File: src/rtl/mem_req_scheduler_if.sv
// Request/response bundle between the icache, the load/store buffer, the
// scheduler and the byte-serial memory controller.
interface mem_req_scheduler_if;
  logic        icReqIn;
  logic [31:0] icAddrIn;
  logic        icDoneOut;
  logic [31:0] icDataOut;
  logic        lsbReqIn;
  logic [2:0]  lsbOpIn;
  logic [31:0] lsbAddrIn;
  logic [31:0] lsbDataIn;
  logic        lsbDoneOut;
  logic [31:0] lsbDataOut;
  logic        mcIcacheFlagOut;
  logic [31:0] mcIcacheAddrOut;
  logic        mcLsbFlagOut;
  logic [2:0]  mcLsbOpOut;
  logic [31:0] mcLsbAddrOut;
  logic [31:0] mcLsbDataOut;
  logic        mcIcacheOkIn;
  logic        mcLsbOkIn;
  logic [31:0] mcDataIn;

  modport slave (
    input  icReqIn, icAddrIn, lsbReqIn, lsbOpIn, lsbAddrIn, lsbDataIn,
           mcIcacheOkIn, mcLsbOkIn, mcDataIn,
    output icDoneOut, icDataOut, lsbDoneOut, lsbDataOut,
           mcIcacheFlagOut, mcIcacheAddrOut, mcLsbFlagOut,
           mcLsbOpOut, mcLsbAddrOut, mcLsbDataOut
  );

  modport master (
    output icReqIn, icAddrIn, lsbReqIn, lsbOpIn, lsbAddrIn, lsbDataIn,
           mcIcacheOkIn, mcLsbOkIn, mcDataIn,
    input  icDoneOut, icDataOut, lsbDoneOut, lsbDataOut,
           mcIcacheFlagOut, mcIcacheAddrOut, mcLsbFlagOut,
           mcLsbOpOut, mcLsbAddrOut, mcLsbDataOut
  );
endinterface

File: src/rtl/mem_req_scheduler.sv
// Single-owner arbiter for the memory controller: LSB first, with a forced
// fetch grant after STARVE_LIMIT consecutive LSB grants while a fetch waits.
module mem_req_scheduler #(
  parameter int STARVE_LIMIT = 4,
  parameter int CNT_W        = 3
) (
  input  logic            clockIn,
  input  logic            resetIn,
  input  logic            readyIn,
  input  logic            clearIn,
  mem_req_scheduler_if.slave bus
);

  typedef enum logic [1:0] {
    IDLE    = 2'd0,
    GNT_IC  = 2'd1,
    GNT_LSB = 2'd2
  } state_t;

  state_t      state_r, state_s;
  logic [CNT_W-1:0] streak_r, streak_s;
  logic [31:0] ic_addr_r, ic_addr_s;
  logic [2:0]  lsb_op_r, lsb_op_s;
  logic [31:0] lsb_addr_r, lsb_addr_s;
  logic [31:0] lsb_wdata_r, lsb_wdata_s;
  logic [31:0] ic_data_r, ic_data_s;
  logic [31:0] lsb_rdata_r, lsb_rdata_s;
  logic        ic_done_r, ic_done_s;
  logic        lsb_done_r, lsb_done_s;
  logic        fetch_starved_s;

  assign fetch_starved_s = bus.icReqIn && (streak_r >= CNT_W'(STARVE_LIMIT));

  // State and latch registers
  always_ff @(posedge clockIn or posedge resetIn) begin
    if (resetIn) begin
      state_r     <= IDLE;
      streak_r    <= '0;
      ic_addr_r   <= 32'h0;
      lsb_op_r    <= 3'b000;
      lsb_addr_r  <= 32'h0;
      lsb_wdata_r <= 32'h0;
      ic_data_r   <= 32'h0;
      lsb_rdata_r <= 32'h0;
      ic_done_r   <= 1'b0;
      lsb_done_r  <= 1'b0;
    end else begin
      state_r     <= state_s;
      streak_r    <= streak_s;
      ic_addr_r   <= ic_addr_s;
      lsb_op_r    <= lsb_op_s;
      lsb_addr_r  <= lsb_addr_s;
      lsb_wdata_r <= lsb_wdata_s;
      ic_data_r   <= ic_data_s;
      lsb_rdata_r <= lsb_rdata_s;
      ic_done_r   <= ic_done_s;
      lsb_done_r  <= lsb_done_s;
    end
  end

  // Arbitration, grant completion and mispredict handling
  always_comb begin
    state_s     = state_r;
    streak_s    = streak_r;
    ic_addr_s   = ic_addr_r;
    lsb_op_s    = lsb_op_r;
    lsb_addr_s  = lsb_addr_r;
    lsb_wdata_s = lsb_wdata_r;
    ic_data_s   = ic_data_r;
    lsb_rdata_s = lsb_rdata_r;
    ic_done_s   = ic_done_r;
    lsb_done_s  = lsb_done_r;
    if (readyIn) begin
      ic_done_s  = 1'b0;
      lsb_done_s = 1'b0;
      case (state_r)
        IDLE: begin
          if (clearIn) begin
            state_s = IDLE;
          end else if (bus.lsbReqIn && !fetch_starved_s) begin
            state_s     = GNT_LSB;
            lsb_op_s    = bus.lsbOpIn;
            lsb_addr_s  = bus.lsbAddrIn;
            lsb_wdata_s = bus.lsbDataIn;
            if (!bus.icReqIn) begin
              streak_s = '0;
            end else if (streak_r != {CNT_W{1'b1}}) begin
              streak_s = streak_r + CNT_W'(1);
            end else begin
              streak_s = streak_r;
            end
          end else if (bus.icReqIn) begin
            state_s   = GNT_IC;
            ic_addr_s = bus.icAddrIn;
            streak_s  = '0;
          end else begin
            state_s = IDLE;
          end
        end
        GNT_IC: begin
          if (clearIn) begin
            state_s = IDLE;
          end else if (bus.mcIcacheOkIn) begin
            ic_data_s = bus.mcDataIn;
            ic_done_s = 1'b1;
            state_s   = IDLE;
          end else begin
            state_s = GNT_IC;
          end
        end
        GNT_LSB: begin
          // A store already on its way to memory must never be aborted
          if (clearIn && !lsb_op_r[2]) begin
            state_s = IDLE;
          end else if (bus.mcLsbOkIn) begin
            if (!lsb_op_r[2]) begin
              lsb_rdata_s = bus.mcDataIn;
            end else begin
              lsb_rdata_s = lsb_rdata_r;
            end
            lsb_done_s = 1'b1;
            state_s    = IDLE;
          end else begin
            state_s = GNT_LSB;
          end
        end
        default: begin
          state_s = IDLE;
        end
      endcase
    end else begin
      state_s = state_r;
    end
  end

  // Flags drop in the ok cycle so the controller does not re-accept
  assign bus.mcIcacheFlagOut = (state_r == GNT_IC)  && !bus.mcIcacheOkIn;
  assign bus.mcLsbFlagOut    = (state_r == GNT_LSB) && !bus.mcLsbOkIn;
  assign bus.mcIcacheAddrOut = ic_addr_r;
  assign bus.mcLsbOpOut      = lsb_op_r;
  assign bus.mcLsbAddrOut    = lsb_addr_r;
  assign bus.mcLsbDataOut    = lsb_wdata_r;
  assign bus.icDoneOut       = ic_done_r;
  assign bus.icDataOut       = ic_data_r;
  assign bus.lsbDoneOut      = lsb_done_r;
  assign bus.lsbDataOut      = lsb_rdata_r;

endmodule

File: src/flat_wrapper.sv
// flat-port wrapper written by rule: the top's interface ports become plain ports
module mem_req_scheduler_flat 
#(
  parameter int STARVE_LIMIT = 4,
  parameter int CNT_W        = 3
)
  (clockIn, resetIn, readyIn, clearIn, bus_icReqIn, bus_icAddrIn, bus_lsbReqIn, bus_lsbOpIn, bus_lsbAddrIn, bus_lsbDataIn, bus_mcIcacheOkIn, bus_mcLsbOkIn, bus_mcDataIn, bus_icDoneOut, bus_icDataOut, bus_lsbDoneOut, bus_lsbDataOut, bus_mcIcacheFlagOut, bus_mcIcacheAddrOut, bus_mcLsbFlagOut, bus_mcLsbOpOut, bus_mcLsbAddrOut, bus_mcLsbDataOut);
  mem_req_scheduler_if bus_i ();
  input  logic clockIn;
  input  logic resetIn;
  input  logic readyIn;
  input  logic clearIn;
  input wire logic [$bits(bus_i.icReqIn)-1:0] bus_icReqIn;
  input wire logic [$bits(bus_i.icAddrIn)-1:0] bus_icAddrIn;
  input wire logic [$bits(bus_i.lsbReqIn)-1:0] bus_lsbReqIn;
  input wire logic [$bits(bus_i.lsbOpIn)-1:0] bus_lsbOpIn;
  input wire logic [$bits(bus_i.lsbAddrIn)-1:0] bus_lsbAddrIn;
  input wire logic [$bits(bus_i.lsbDataIn)-1:0] bus_lsbDataIn;
  input wire logic [$bits(bus_i.mcIcacheOkIn)-1:0] bus_mcIcacheOkIn;
  input wire logic [$bits(bus_i.mcLsbOkIn)-1:0] bus_mcLsbOkIn;
  input wire logic [$bits(bus_i.mcDataIn)-1:0] bus_mcDataIn;
  output wire logic [$bits(bus_i.icDoneOut)-1:0] bus_icDoneOut;
  output wire logic [$bits(bus_i.icDataOut)-1:0] bus_icDataOut;
  output wire logic [$bits(bus_i.lsbDoneOut)-1:0] bus_lsbDoneOut;
  output wire logic [$bits(bus_i.lsbDataOut)-1:0] bus_lsbDataOut;
  output wire logic [$bits(bus_i.mcIcacheFlagOut)-1:0] bus_mcIcacheFlagOut;
  output wire logic [$bits(bus_i.mcIcacheAddrOut)-1:0] bus_mcIcacheAddrOut;
  output wire logic [$bits(bus_i.mcLsbFlagOut)-1:0] bus_mcLsbFlagOut;
  output wire logic [$bits(bus_i.mcLsbOpOut)-1:0] bus_mcLsbOpOut;
  output wire logic [$bits(bus_i.mcLsbAddrOut)-1:0] bus_mcLsbAddrOut;
  output wire logic [$bits(bus_i.mcLsbDataOut)-1:0] bus_mcLsbDataOut;
  assign bus_i.icReqIn = bus_icReqIn;
  assign bus_i.icAddrIn = bus_icAddrIn;
  assign bus_i.lsbReqIn = bus_lsbReqIn;
  assign bus_i.lsbOpIn = bus_lsbOpIn;
  assign bus_i.lsbAddrIn = bus_lsbAddrIn;
  assign bus_i.lsbDataIn = bus_lsbDataIn;
  assign bus_i.mcIcacheOkIn = bus_mcIcacheOkIn;
  assign bus_i.mcLsbOkIn = bus_mcLsbOkIn;
  assign bus_i.mcDataIn = bus_mcDataIn;
  assign bus_icDoneOut = bus_i.icDoneOut;
  assign bus_icDataOut = bus_i.icDataOut;
  assign bus_lsbDoneOut = bus_i.lsbDoneOut;
  assign bus_lsbDataOut = bus_i.lsbDataOut;
  assign bus_mcIcacheFlagOut = bus_i.mcIcacheFlagOut;
  assign bus_mcIcacheAddrOut = bus_i.mcIcacheAddrOut;
  assign bus_mcLsbFlagOut = bus_i.mcLsbFlagOut;
  assign bus_mcLsbOpOut = bus_i.mcLsbOpOut;
  assign bus_mcLsbAddrOut = bus_i.mcLsbAddrOut;
  assign bus_mcLsbDataOut = bus_i.mcLsbDataOut;
  mem_req_scheduler #(.STARVE_LIMIT(STARVE_LIMIT), .CNT_W(CNT_W)) u_core (.clockIn(clockIn), .resetIn(resetIn), .readyIn(readyIn), .clearIn(clearIn), .bus(bus_i));
endmodule
File: config.mk
export PLATFORM = sky130hd
export DESIGN_NAME = mem_req_scheduler_flat
export DESIGN_NICKNAME = d
export VERILOG_FILES = /design/src/rtl/mem_req_scheduler_if.sv /design/src/rtl/mem_req_scheduler.sv /design/src/flat_wrapper.sv
export SDC_FILE = /design/constraint.sdc
export NUM_CORES = 1
export LEC_CHECK = 0
export ABC_AREA = 1
export BUFFER_PORTS_ARGS = -buffer_cell sky130_fd_sc_hd__buf_4
export CAP_MARGIN = 20
export CORE_MARGIN = 2
export CORE_UTILIZATION = 47
export DETAILED_ROUTE_END_ITERATION = 10
export PLACE_DENSITY = 0.77
export SLEW_MARGIN = 10
export SYNTH_ARGS = -nofsm -noshare
export SYNTH_HDL_FRONTEND = slang
export SYNTH_SLANG_ARGS = --single-unit
File: constraint.sdc
create_clock -name clockIn -period 5.6 [get_ports clockIn]
set_clock_uncertainty 0.2 [all_clocks]
set_input_delay 0.28 -clock clockIn [delete_from_list [all_inputs] [get_ports clockIn]]
set_output_delay 0.28 -clock clockIn [all_outputs]
set_load 0.005 [all_outputs]
==> results of run 1 <==
## cell families (layout without fill, tap and decap cells)
group                    count (synthesis)  after routing  synth area share (%)
other                                    0              3                     0
buffers and inverters                   77            507                  5.19
AO/OA/AOI/OAI                           43             43                  3.18
adder cells (fa/ha/maj)                  2              2                 0.370
AND/OR/NAND/NOR                        463            463                  28.4
flip-flops                             170            170                  62.8
## registers in the layout (all words and copies together) (netlist names)
name,count
u_core.bus.mcLsbOpOut,3
u_core.bus.lsbDataOut,32
u_core.bus.icDoneOut,1
u_core.state_r,2
u_core.bus.lsbDoneOut,1
u_core.bus.mcIcacheAddrOut,32
u_core.bus.icDataOut,32
u_core.streak_r,3
u_core.bus.mcLsbAddrOut,32
u_core.bus.mcLsbDataOut,32
## metal layers
layer	vias up	routed length [um]	GRT usage, %
li1	3235	-	-
met1	3263	8320	34.4
met2	311	11300	49.5
met3	82	1610	6.91
met4	0	1050	17.9
met5	-	0	0
## repair_timing
action,in CTS,in global routing
setup endpoints to repair,0,0
endpoints found under the hold margin,283,0
hold buffers,133,0
## cell type report
cell class              count  area [um2]
well taps                 180         225
clock buffers              23         468
clock inverters             7        93.8
repair buffers            445        3710
fillers                   886        2930
flip-flops and latches    170        4250
diodes                      3        7.51
inverters                  32         125
multi-input cells         508        2170
## per-stage QoR
stage | std cells | setup slack [ns] | hold slack, ns | power, W
final | 1368 | 2.85 | 0.0191 | 0.00410
after global routing | 1368 | 2.65 | 0.0366 | 0.00433
after CTS | 1363 | 2.57 | 0.00874 | 0.00408
after detailed placement | 1200 | 2.53 | 0.259 | 0.00287
after global placement | 1200 | 2.65 | 0.255 | 0.00284
after floorplan | 755 | 0.517 | 0.190 | 0.00213
## tightest hold or removal path: cells and delay by family
| kind | cells | cell delay (ns) |
|---|---|---|
| buf+inv | 1 | 0.08 |
| simple gates | 5 | 0.24 |
## cells in the mapped netlist (all sizes together)
master  number  area, um2
buf         28        168
dfrtp      170       4250
nand4        3       25.0
or2          2       12.5
o21ai       42        210
inv         32        120
clkbuf      17       63.8
nor2        10       50.1
ha           2       25.0
nand2      332       1260
nand3      116        581
a21oi        1       5.00
## worst max-delay path by stage
stage | end | depth (start not counted) | from
2_1_floorplan | u_core.bus.icDataOut[0]$_DFFE_PP0P_ | 1 | resetIn
3_3_place_gp | u_core.bus.mcIcacheAddrOut[0]$_DFFE_PP0P_ | 8 | bus_icReqIn
3_5_place_dp | u_core.bus.mcIcacheAddrOut[24]$_DFFE_PP0P_ | 8 | bus_icReqIn
4_1_cts | u_core.bus.mcIcacheAddrOut[24]$_DFFE_PP0P_ | 7 | u_core.streak_r[2]$_DFFE_PP0P_
5_1_grt | u_core.streak_r[2]$_DFFE_PP0P_ | 8 | readyIn
6_report | u_core.bus.mcLsbDataOut[13]$_DFFE_PP0P_ | 8 | readyIn
## power by group through the flow
stage               registers [W]  clock network [W]  logic, W
floorplan                 0.00180                  0  0.000334
global placement          0.00178                  0   0.00106
detailed placement        0.00178                  0   0.00109
CTS                       0.00177            0.00115   0.00116
global route              0.00182            0.00121   0.00131
finish                    0.00178            0.00114   0.00118
==> impl_summary.md, run 1 <==
Clock tree
Clock tree synthesis inserted a total of 17 buffers. The H-tree was split into 4 levels. Counting every sink on the clock net gives 170.

The cell at the root of the clock tree is sky130_fd_sc_hd__clkbuf_16. The number of setup buffers added after CTS is 0. The latest clock arrival within the worst-skew pair is 0.42 ns.

The post-CTS resize count is 0. Clock-pin slew was measured on the worst setup and hold paths at 0.06 ns. TritonCTS built the clock tree. The maximum clock insertion buffer count is 2.

Routing
Dividing the detail-routed wire length by the instance count gives 16.3 um. Detailed routing inserted a total of 6891 vias. The first-iteration detailed-routing DRC count is 558. The total wirelength of the detailed-routed design is 22.3 mm. For this run, design rule violations remaining after detail routing come to 0. The first detailed-routing pass took 7 iterations. The count of nets left with antenna violations once routing finished came out at 0. The vias per cell is 5.04.

Placement
The final weighted congestion in routability-driven placement is 0.844. After detailed placement, the total cell area comes to 9100 um2. Once detailed placement completed, the half-perimeter wirelength came to 13.3 mm. In this run the tool buffered the top-level ports with 305 buffer cells.

Critical path
The stage delay of the slowest cell on the critical path is 0.60 ns. The start-to-end type of the worst setup path is in2reg. The type of element launching the critical path is an input pin. The largest individual stage delay along the critical path comes from the cell sky130_fd_sc_hd__nor2_4. The worst reg2reg path startpoint is u_core.state_r[0]$_DFFE_PP0P_. The register-to-register setup slack is 2.86 ns. The cell family contributing the most delay on the critical path is simple AND/OR/NAND/NOR gates. The critical path contains buffers and inverters numbering 3 combined. The worst endpoint data arrival time is 2.86 ns. The signal on the critical path passes through dlygate4sd3_1 > buf_4 > nand2_2 > nor2_4 > nand2_2 > buf_4 > nand2_1 > nand2_1. The end of the worst register-to-register path is u_core.bus.mcLsbDataOut[13]$_DFFE_PP0P_. The number of cells on the worst reg-to-reg path is 7. The critical-path maximum fanout is 39. For the worst setup path, the data required time is 5.70 ns. The critical path endpoint category is a flip-flop.

Synth
Yosys printed 0 warnings. For this run, the register share of the synthesized area comes to 62.8%. Counting distinct cell types in the post-synthesis netlist gives 20. The total nets after synthesis is 896. The average instance in the mapped netlist occupies 8.97 um2. The synthesis-stage register bit count is 170. The mapped netlist covers 6770 um2. Synthesis produced 755 cells.

Floorplanning
Measured along the y axis, the die boundary spans 124 um. The width of the die is 124 um. The top-level port count is 306. The total number of placement rows is 43.

The floorplan die area is 15400 um2. For this configuration, the core starts out at a cell density of 48.4%. The core region is 14000 um2.

Timing
The number of endpoints with negative hold slack in the final report was 0. Setup repair after global routing left no endpoint under its margin. The highest attainable clock frequency is 0.363 GHz.

Summed over all failing endpoints, the final setup total negative slack is 0 ns. The max-slew violation count is 0. At the pin with the least slew margin, the transition time is 0.986 ns.

Setup violations remaining at the end of the flow were counted as 0. Counting I/O delays and the setup requirement, the final critical path takes 2.75 ns. The worst-case headroom to the max-slew limit is 34.2%. The fraction of the cycle the final worst path needs is 49.2%.

Power
The static leakage power is 6.04 nW. Net switching is 29.0% of the power. Internal power comes to 0.00291 W. For this design the ratio of total power to cell area is 371 nW/um2.

In this run, the combinational gates consume 28.8% of the power. The share of power burned in registers is 43.4%. For this design the total switching power over the nets is 0.00119 W. The proportion of power drawn by the clock network is 27.8%.

The worst-case IR drop observed on VDD is 0.221 mV.

Worst hold path
For hold timing, the worst endpoint is u_core.state_r[1]$_DFFE_PP0P_. The cell count of the worst hold path is 6. The worst hold path startpoint is bus_mcLsbOkIn. The worst hold path belongs to the class in2reg.

Final layout
At the end of the flow the core is filled with cells to 79.0%. The final layout contains 1315 nets. The most common library cell in the layout ignoring fill and taps is sky130_fd_sc_hd__nand2_1. With fillers left out, the area of the finished cells amounts to 11100 um2. The fraction of layout cells with a size suffix above 1 is 29.6%. Relative to the synthesized area, the layout overhead comes to 63.3%. The library cells used most frequently in the layout, excluding fill and tap cells, are sky130_fd_sc_hd__nand2_1 (327), sky130_fd_sc_hd__buf_4 (310), sky130_fd_sc_hd__dfrtp_1 (170), sky130_fd_sc_hd__dlygate4sd3_1 (133), sky130_fd_sc_hd__nand3_1 (116).

Global route
Entering global routing, the biggest net connects 119 pins. The global-route wire length before repair is 34.6 mm. The overall overflow remaining after global route is 0. The number of global-route vias before repair is 6935. Global routing used 29.5% of the available tracks across all layers.

The initial antenna violation count is 3.

Run status
The flow ran to the end, and the final reports show no timing, DRC or antenna violations.

Flow run
Across the run, the number of max-cap violations was 0.
(Power assumes the default switching activity.)
==> run 2: changes to the inputs <==
--- a/config.mk
+++ b/config.mk
@@ -5,13 +5,13 @@
 export SDC_FILE = /design/constraint.sdc
 export NUM_CORES = 1
 export LEC_CHECK = 0
-export ABC_AREA = 1
+export ABC_AREA = 0
 export BUFFER_PORTS_ARGS = -buffer_cell sky130_fd_sc_hd__buf_4
 export CAP_MARGIN = 20
 export CORE_MARGIN = 2
-export CORE_UTILIZATION = 47
+export CORE_UTILIZATION = 42
 export DETAILED_ROUTE_END_ITERATION = 10
-export PLACE_DENSITY = 0.77
+export PLACE_DENSITY = 0.73
 export SLEW_MARGIN = 10
 export SYNTH_ARGS = -nofsm -noshare
 export SYNTH_HDL_FRONTEND = slang
==> constraint.sdc (replaced) <==
create_clock -name clockIn -period 2.5 [get_ports clockIn]
set_clock_uncertainty 0.2 [all_clocks]
set_input_delay 0.125 -clock clockIn [delete_from_list [all_inputs] [get_ports clockIn]]
set_output_delay 0.125 -clock clockIn [all_outputs]
set_load 0.005 [all_outputs]
==> run 2 against run 1 <==
Count of clock-buffer cells in the layout fell by 4. Combinational power increased by 150%. Global-route usage is 6.6 points lower. Register-to-register slack got worse by 2.5 ns. Die area is 6.7% higher. Setup slack worse by 2.5 ns. Area after synthesis is 4.4% lower.
==> impl_summary.md, run 2 <==
Critical path
The category of cells accounting for the largest share of critical-path delay is simple AND/OR/NAND/NOR gates. Traced cell by cell, the critical path runs through nor4b_4 > nand3_4 > buf_4 > mux2_2. For the worst setup path, the data required time is 2.60 ns. Data on the critical path arrives at its endpoint at 2.21 ns.

The count of buffer and inverter cells on the critical path is 1. The worst setup path is captured at a flip-flop. The slowest library cell on the worst path is sky130_fd_sc_hd__nor4b_4. The stage delay of the slowest cell on the critical path is 0.53 ns. The worst setup path is launched from a flip-flop. The critical path in this run is classified as reg2reg. The critical-path maximum fanout is 44.

Floorplanning
The die is 128 um wide. The initial utilization of the core area, before any placement, comes to 42.7%. The top-level port count is 306.

The total number of placement rows is 45. The vertical extent of the die is 128 um. The core region is 15100 um2. The die covers 16400 um2.

Synth
The largest total area in the synthesized netlist belongs to sky130_fd_sc_hd__dfrtp_1. Synthesis instantiated 31 different standard cells from the library. In the post-synthesis netlist, the biggest area contributors are sky130_fd_sc_hd__dfrtp_1 (66%), sky130_fd_sc_hd__mux2_2 (25%), sky130_fd_sc_hd__mux2_4 (2.1%), sky130_fd_sc_hd__mux2_1 (1.7%), sky130_fd_sc_hd__clkbuf_1 (0.58%). In the synthesized netlist, the cells that appear most often are sky130_fd_sc_hd__dfrtp_1 (170), sky130_fd_sc_hd__mux2_2 (145), sky130_fd_sc_hd__clkbuf_1 (10), sky130_fd_sc_hd__mux2_1 (10), sky130_fd_sc_hd__mux2_4 (9). The mapped cell area is 6470 um2. The top cell type's share of synthesized area is 65.7%. For this run, the register share of the synthesized area comes to 65.7%. Synthesis handed over a netlist of 385 instances.

The total nets after synthesis is 526. The most common flop cell mapped by yosys is sky130_fd_sc_hd__dfrtp_1. For this run, asynchronously set or reset flops after synthesis account for 100%. Counting flops with a built-in enable in the synthesized netlist gives 0. sky130_fd_sc_hd__dfrtp_1 is the most common cell in the netlist. The average cell area after synthesis is 16.8 um2. The synthesis-stage register bit count is 170.

The Yosys step of the flow raised 0 warnings.

Routing
The routed via count is 4996. The detailed-route wire length per cell is 17.8 um. After detailed routing, the number of vias per cell comes to 4.80. The count of unresolved DRC violations after routing is 0. Wires add up to 18.6 mm. The first detailed-routing pass ran for 4 iterations. After the first detailed-routing iteration, the DRC count stood at 147. Once detail routing completed, the nets flagged for antenna violations numbered 0.

Final layout
Leaving out fill and tap cells, the most frequent cell in the layout is sky130_fd_sc_hd__buf_4. In the layout the commonest cells are sky130_fd_sc_hd__buf_4 (310), sky130_fd_sc_hd__dfrtp_1 (170), sky130_fd_sc_hd__mux2_2 (145), sky130_fd_sc_hd__dlygate4sd3_1 (139), sky130_fd_sc_hd__clkbuf_16 (17). The area occupied by registers is 4250 um2. The repair_antennas step left the layout with diodes totalling 0.

From synthesis to final layout, the design area changed by 70.3%. The net count of the finished layout is 980. The fraction of layout cells with a size suffix above 1 is 58.9%. The filler cells instantiated in the layout total 917. The area of the multi-input gates is 2120 um2.

Flow run
Across the run, the number of max-cap violations was 0.

Power
The peak supply drop is 0.522 mV. Net switching is 26.3% of the power. The share of power burned in combinational logic is 29.8%.

For this design the static power due to leakage is 5.44 nW. Sequential cells burn 42.3% of the power. The analysis attributes to net switching a power of 0.00256 W. The clock network is responsible for 27.9% of the overall power.

The internal portion of total power is 0.00717 W. The power density over the cells is 884 nW/um2.

Global route
The global-route wire length before repair is 29.1 mm. The initial antenna violation count is 0. The total global routing track utilization is 22.9%.

For this run the aggregate overflow at the end of global routing stands at 0. The largest net degree at the start of global routing is 72. The number of global-route vias before repair is 5656.

Clock tree
After clock tree synthesis, the setup repair step added 0 buffers. The number of buffers added to fix hold violations after cts is 139. The post-CTS resize count is 0. The maximum clock insertion buffer count is 2.

After clock tree synthesis, the clock-pin slew on the worst setup and hold paths is 0.07 ns. CTS built an H-tree with a depth of 4. The total CTS buffers is 17. Clock tree synthesis selected as its root buffer the cell sky130_fd_sc_hd__clkbuf_16. Counting every sink on the clock net gives 170.

TritonCTS built the clock tree. The clock reaches the later pin of the worst-skew pair after 0.42 ns.

Timing
In the post-route analysis, the smallest setup slack over all paths is 0.386 ns. For the final routed database, the setup TNS stands at 0 ns. The minimum clock period is 2.11 ns. Setup repair after global routing left no endpoint under its margin. In this run the tightest slew margin relative to its limit is 55.9%. The number of endpoints failing setup at the final stage is 0. The max-slew violation count is 0. The slew of the pin with the lowest slew margin is 0.660 ns. Dividing the final minimum period by the clock period gives 84.6%. The number of endpoints with negative hold slack in the final report came to 0. The highest attainable clock frequency is 0.473 GHz.

Run status
The run finished with clean final reports.

Placement
The wire-length estimate of the detail-placed layout is 11.6 mm. The placement-stage worst setup slack is 0.396 ns. The count of input and output buffers is 305.

The final weighted congestion in routability-driven placement is 0.763.

Worst hold path
In this run the worst hold path is classified as in2async.
## run 2: cell count changes after synthesis, sizes merged, moves of 2 or more
cell | previous run | this run
nor2 | 10 | 2
clkbuf | 17 | 10
nand2 | 332 | 3
nor2b | 0 | 2
buf | 28 | 7
mux2 | 0 | 164
nand3 | 116 | 2
inv | 32 | 4
o21ai | 42 | 3
nand4b | 0 | 2
or2 | 2 | 0
## run 2: kinds of logic (layout without fill, tap and decap cells)
group	after synthesis	after routing	synth area share [%]
fa+ha+maj	2	2	0.387
simple gates	18	18	2.09
flops	170	170	65.7
mux	164	164	29.1
compound gates	10	10	1.14
buf+inv	21	488	1.59
## run 2: metrics by stage
step / total power [W] / cell area, um2 / cells / util [%] / hold WS [ns]
floorplan: 0.00502 / 6470 / 385 / - / 0.0322
global placement: 0.00671 / 9020 / 869 / 59.5 / 0.0403
detailed placement: 0.00683 / 9020 / 869 / 59.5 / 0.0575
CTS: 0.00973 / 11000 / 1040 / 72.7 / 0.169
global route: 0.0102 / 11000 / 1040 / 72.7 / 0.200
finish: 0.00974 / 11000 / 1040 / 72.7 / 0.175
## run 2: worst min-delay path, stage by stage
cell and delay (ns):
sky130_fd_sc_hd__dlygate4sd3_1 0.54, sky130_fd_sc_hd__buf_4 0.15, sky130_fd_sc_hd__clkinvlp_4 0.45
## run 2: path summary, 6_finish.rpt
| check | cells past startpoint | startpoint | endpoint | slack (ns) |
|---|---|---|---|---|
| max | 4 | u_core.state_r[0]$_DFFE_PP0P_ | u_core.bus.mcLsbAddrOut[9]$_DFFE_PP0P_ | 0.39 |
| min in group clockIn | 3 | bus_lsbAddrIn[6] | u_core.bus.mcLsbAddrOut[6]$_DFFE_PP0P_ | 0.26 |
| min | 3 | resetIn | u_core.bus.mcIcacheAddrOut[25]$_DFFE_PP0P_ | 0.17 |
| max reg2reg | 4 | u_core.state_r[0]$_DFFE_PP0P_ | u_core.bus.mcLsbAddrOut[9]$_DFFE_PP0P_ | 0.39 |
| max in group asynchronous | 4 | resetIn | u_core.bus.icDataOut[18]$_DFFE_PP0P_ | 1.15 |
| min reg2reg | 1 | u_core.bus.mcLsbAddrOut[6]$_DFFE_PP0P_ | u_core.bus.mcLsbAddrOut[6]$_DFFE_PP0P_ | 0.30 |
## run 2: layout make-up
| cell class | instances | share of cell area (%) |
|---|---|---|
| tap | 188 | 2.13 |
| timing repair buffer | 452 | 34.3 |
| clock buffer | 19 | 4.02 |
| clock inverter | 13 | 1.51 |
| sequential | 170 | 38.6 |
| multi-input combinational | 194 | 19.3 |
| inverter | 4 | 0.170 |
## run 2: power by group through the flow
stage	logic (W)	registers, W	clock network [W]
final	0.00290	0.00412	0.00271
after detailed placement	0.00270	0.00412	0
after global placement	0.00263	0.00408	0
after global routing	0.00311	0.00422	0.00289
after floorplan	0.000879	0.00414	0
after CTS	0.00289	0.00409	0.00276
## run 2: per-layer routing
| layer | GRT usage (%) | wire length [um] |
|---|---|---|
| met5 | 0 | 0 |
| met4 | 10.7 | 669 |
| met3 | 6.47 | 1150 |
| met2 | 41.6 | 10000 |
| met1 | 24.7 | 6720 |
==> run 3: changes to the inputs <==
--- a/config.mk
+++ b/config.mk
@@ -5,13 +5,13 @@
 export SDC_FILE = /design/constraint.sdc
 export NUM_CORES = 1
 export LEC_CHECK = 0
-export ABC_AREA = 0
+export ABC_AREA = 1
 export BUFFER_PORTS_ARGS = -buffer_cell sky130_fd_sc_hd__buf_4
 export CAP_MARGIN = 20
 export CORE_MARGIN = 2
-export CORE_UTILIZATION = 42
+export CORE_UTILIZATION = 47
 export DETAILED_ROUTE_END_ITERATION = 10
-export PLACE_DENSITY = 0.73
+export PLACE_DENSITY = 0.77
 export SLEW_MARGIN = 10
 export SYNTH_ARGS = -nofsm -noshare
 export SYNTH_HDL_FRONTEND = slang
==> constraint.sdc (replaced) <==
create_clock -name clockIn -period 2 [get_ports clockIn]
set_clock_uncertainty 0.2 [all_clocks]
set_input_delay 0.1 -clock clockIn [delete_from_list [all_inputs] [get_ports clockIn]]
set_output_delay 0.1 -clock clockIn [all_outputs]
set_load 0.005 [all_outputs]
==> run 3 against run 2 <==
Global-route usage grew 6.6 points. Combinational power grew 17%. Utilization grew 8.4 points. Sequential share of layout area shrank 1.1 points. Largest power group unchanged. Register-to-register slack lost 0.30 ns. Via count grew 40%. Highest routed layer unchanged.
==> impl_summary.md, run 3 (same netlist as run 1, synthesis figures left out) <==
Run status
The flow ran to the end, and the final reports show no timing, DRC or antenna violations.

Floorplanning
Once the floorplan was initialized, standard cells occupied 48.4% of the core. The width of the die is 124 um. The total number of placement rows is 43. The top-level port count is 306. The vertical extent of the die is 124 um. The core region is 14000 um2.

The floorplan step defined a die boundary enclosing 15400 um2.

Final layout
The final-stage net count is 1337. The fraction of layout cells with a size suffix above 1 is 30.5%. The most common library cell in the layout ignoring fill and taps is sky130_fd_sc_hd__nand2_1. The area growth from synthesis to layout is 67.7%. Leaving out fill and tap cells, the most frequent cells in the layout are sky130_fd_sc_hd__nand2_1 (327), sky130_fd_sc_hd__buf_4 (317), sky130_fd_sc_hd__dfrtp_1 (169), sky130_fd_sc_hd__dlygate4sd3_1 (143), sky130_fd_sc_hd__nand3_1 (116). The final standard cell count with taps included and fillers excluded is 1390.

Routing
Across all layers, the routed design uses 7003 vias. In the final routed layout, each cell accounts on average for 16.4 um. For this run, design rule violations remaining after detail routing come to 0. The pre-antenna-repair detailed-routing pass consisted of 5 iterations. The vias per cell is 5.04.

The first-iteration detailed-routing DRC count is 523. The detail route stage leaves a number of antenna-violating nets equal to 0. The total wirelength of the detailed-routed design is 22.7 mm.

Critical path
The slowest stage of the critical path is the sky130_fd_sc_hd__dlygate4sd3_1 cell. The signal on the critical path passes through inv_1 > nor2_2 > nand2_1 > nor2_1 > buf_6 > nand2_1 > dlygate4sd3_1 > nand2_1. The type of element launching the critical path is a flip-flop. The cell occurring most often along the worst timing path is sky130_fd_sc_hd__nand2_1.

The largest single stage delay on the critical path is 0.58 ns. The critical path endpoint category is a flip-flop. The worst endpoint data arrival time is 2.09 ns. The cell family contributing the most delay on the critical path is buffers and inverters.

The critical path contains buffers and inverters numbering 3 combined. The critical path is of the reg2reg type. At the worst endpoint, the required time is 2.17 ns. Along the worst path, the maximum fanout reaches 11.

Clock tree
The tree built by TritonCTS fans out to 170 sinks. The H-tree was split into 4 levels. Clock-pin slew was measured on the worst setup and hold paths at 0.07 ns. The clock passes through at most 2 buffers. The cell at the root of the clock tree is sky130_fd_sc_hd__clkbuf_16. The later pin in the worst-skew pair is clocked with a latency of 0.42 ns.

TritonCTS built the clock tree. The total CTS buffers is 17.

Placement
The estimated wirelength of the detail-placed design is 13.3 mm. Input and output buffers added on the ports amount to 305. The number of placed instances with taps included is 1212.

The final weighted congestion in routability-driven placement is 0.836.

Timing
The summed negative setup slack over all endpoints is 0 ns. The minimum clock period is 1.92 ns. For the pin with the worst max-slew slack, the measured transition is 0.519 ns. The fraction of the cycle the final worst path needs is 95.9%. The worst-case headroom to the max-slew limit is 65.4%. The number of endpoints with negative hold slack in the final report was 0. The worst hold slack is 0.214 ns. The number of endpoints failing setup at the final stage is 0. The max-slew violation count was 0. Derived from the worst setup path, the maximum achievable clock frequency is 0.521 GHz.

Power
The peak supply drop is 0.567 mV. The static leakage power is 6.16 nW. The power density over the cells is 1050 nW/um2. The total power is 0.0119 W.

Worst hold path
The tightest min-delay check is of the in2async type.

Global route
Entering global routing, the biggest net connects 90 pins. The first global-routing pass estimated 34.6 mm of wire. The initial antenna violation count was 1.

The number of global-route vias before repair is 7062. For this run the aggregate overflow at the end of global routing stands at 0. In the global route stage, overall resource usage came out at 29.5%.

Flow run
The number of maximum-capacitance constraint violations is 0.
## run 3: cell count changes in the layout (fill, tap and decap cells not counted), sizes merged, moves of 2 or more
cell,change
buf,+11
nor2,+8
nor2b,-2
mux2,-164
inv,+27
nand3,+114
dlygate4sd3,+4
o21ai,+39
nand2,+329
or2,+2
nand4b,-2
## run 3: tightest hold or removal path: stages
cell and delay [ns]:
sky130_fd_sc_hd__dlygate4sd3_1 0.55, sky130_fd_sc_hd__buf_4 0.15, sky130_fd_sc_hd__clkinvlp_4 0.10, sky130_fd_sc_hd__buf_12 0.36
## run 3: final cells by class
| cell class | count | area [um2] |
|---|---|---|
| timing repair buffer | 467 | 3940 |
| clock inverter | 13 | 191 |
| tap | 180 | 225 |
| clock buffer | 19 | 443 |
| inverter | 32 | 124 |
| fill | 797 | 2640 |
| multi-input combinational | 508 | 2170 |
| antenna | 1 | 2.50 |
| sequential | 170 | 4260 |
## run 3: per-layer routing
layer	up-vias	global-route usage, %	part of all wire (%)
met3	86	7.01	7.1
met4	0	16.6	4.9
li1	3276	-	-
met1	3327	32.8	36
met5	-	0	0
met2	314	51.8	52
## run 3: power breakdown
| group | leakage, nW | total (W) | switching, W | internal [W] |
|---|---|---|---|---|
| combinational | 3.69 | 0.00338 | 0.00148 | 0.00190 |
| sequential | 2.17 | 0.00499 | 0.000587 | 0.00440 |
| clock | 0.301 | 0.00353 | 0.00139 | 0.00214 |
| total | 6.16 | 0.0119 | 0.00346 | 0.00844 |
## run 3: worst paths after layout
| check | slack [ns] | cells past startpoint | endpoint | start |
|---|---|---|---|---|
| min in group clockIn | 0.24 | 4 | u_core.bus.icDataOut[7]$_DFFE_PP0P_ | bus_mcDataIn[7] |
| max in group asynchronous | 1.01 | 4 | u_core.bus.icDataOut[22]$_DFFE_PP0P_ | resetIn |
| max | 0.08 | 8 | u_core.bus.icDataOut[6]$_DFFE_PP0P_ | u_core.state_r[0]$_DFFE_PP0P_ |
| min reg2reg | 0.27 | 2 | u_core.bus.mcLsbAddrOut[23]$_DFFE_PP0P_ | u_core.bus.mcLsbAddrOut[23]$_DFFE_PP0P_ |
| max reg2reg | 0.08 | 8 | u_core.bus.icDataOut[6]$_DFFE_PP0P_ | u_core.state_r[0]$_DFFE_PP0P_ |
| min | 0.21 | 4 | u_core.bus.mcLsbDataOut[20]$_DFFE_PP0P_ | resetIn |
## run 3: repair_timing
item | CTS | global route
gates resized for setup | 0 | 2
hold endpoints to repair | 340 | 0
hold buffers | 143 | 0
setup buffers | 0 | 2
endpoints found under the setup margin | 0 | 4
## run 3: metrics by stage
step / util [%] / setup slack, ns / area (um2)
final: 81.1 / 0.0813 / 11400
after global routing: 81.1 / -0.0325 / 11400
after CTS: 81.0 / 0.119 / 11300
after detailed placement: 66.2 / 0.329 / 9260
after global placement: 66.2 / 0.397 / 9260
after floorplan: - / -0.469 / 6770
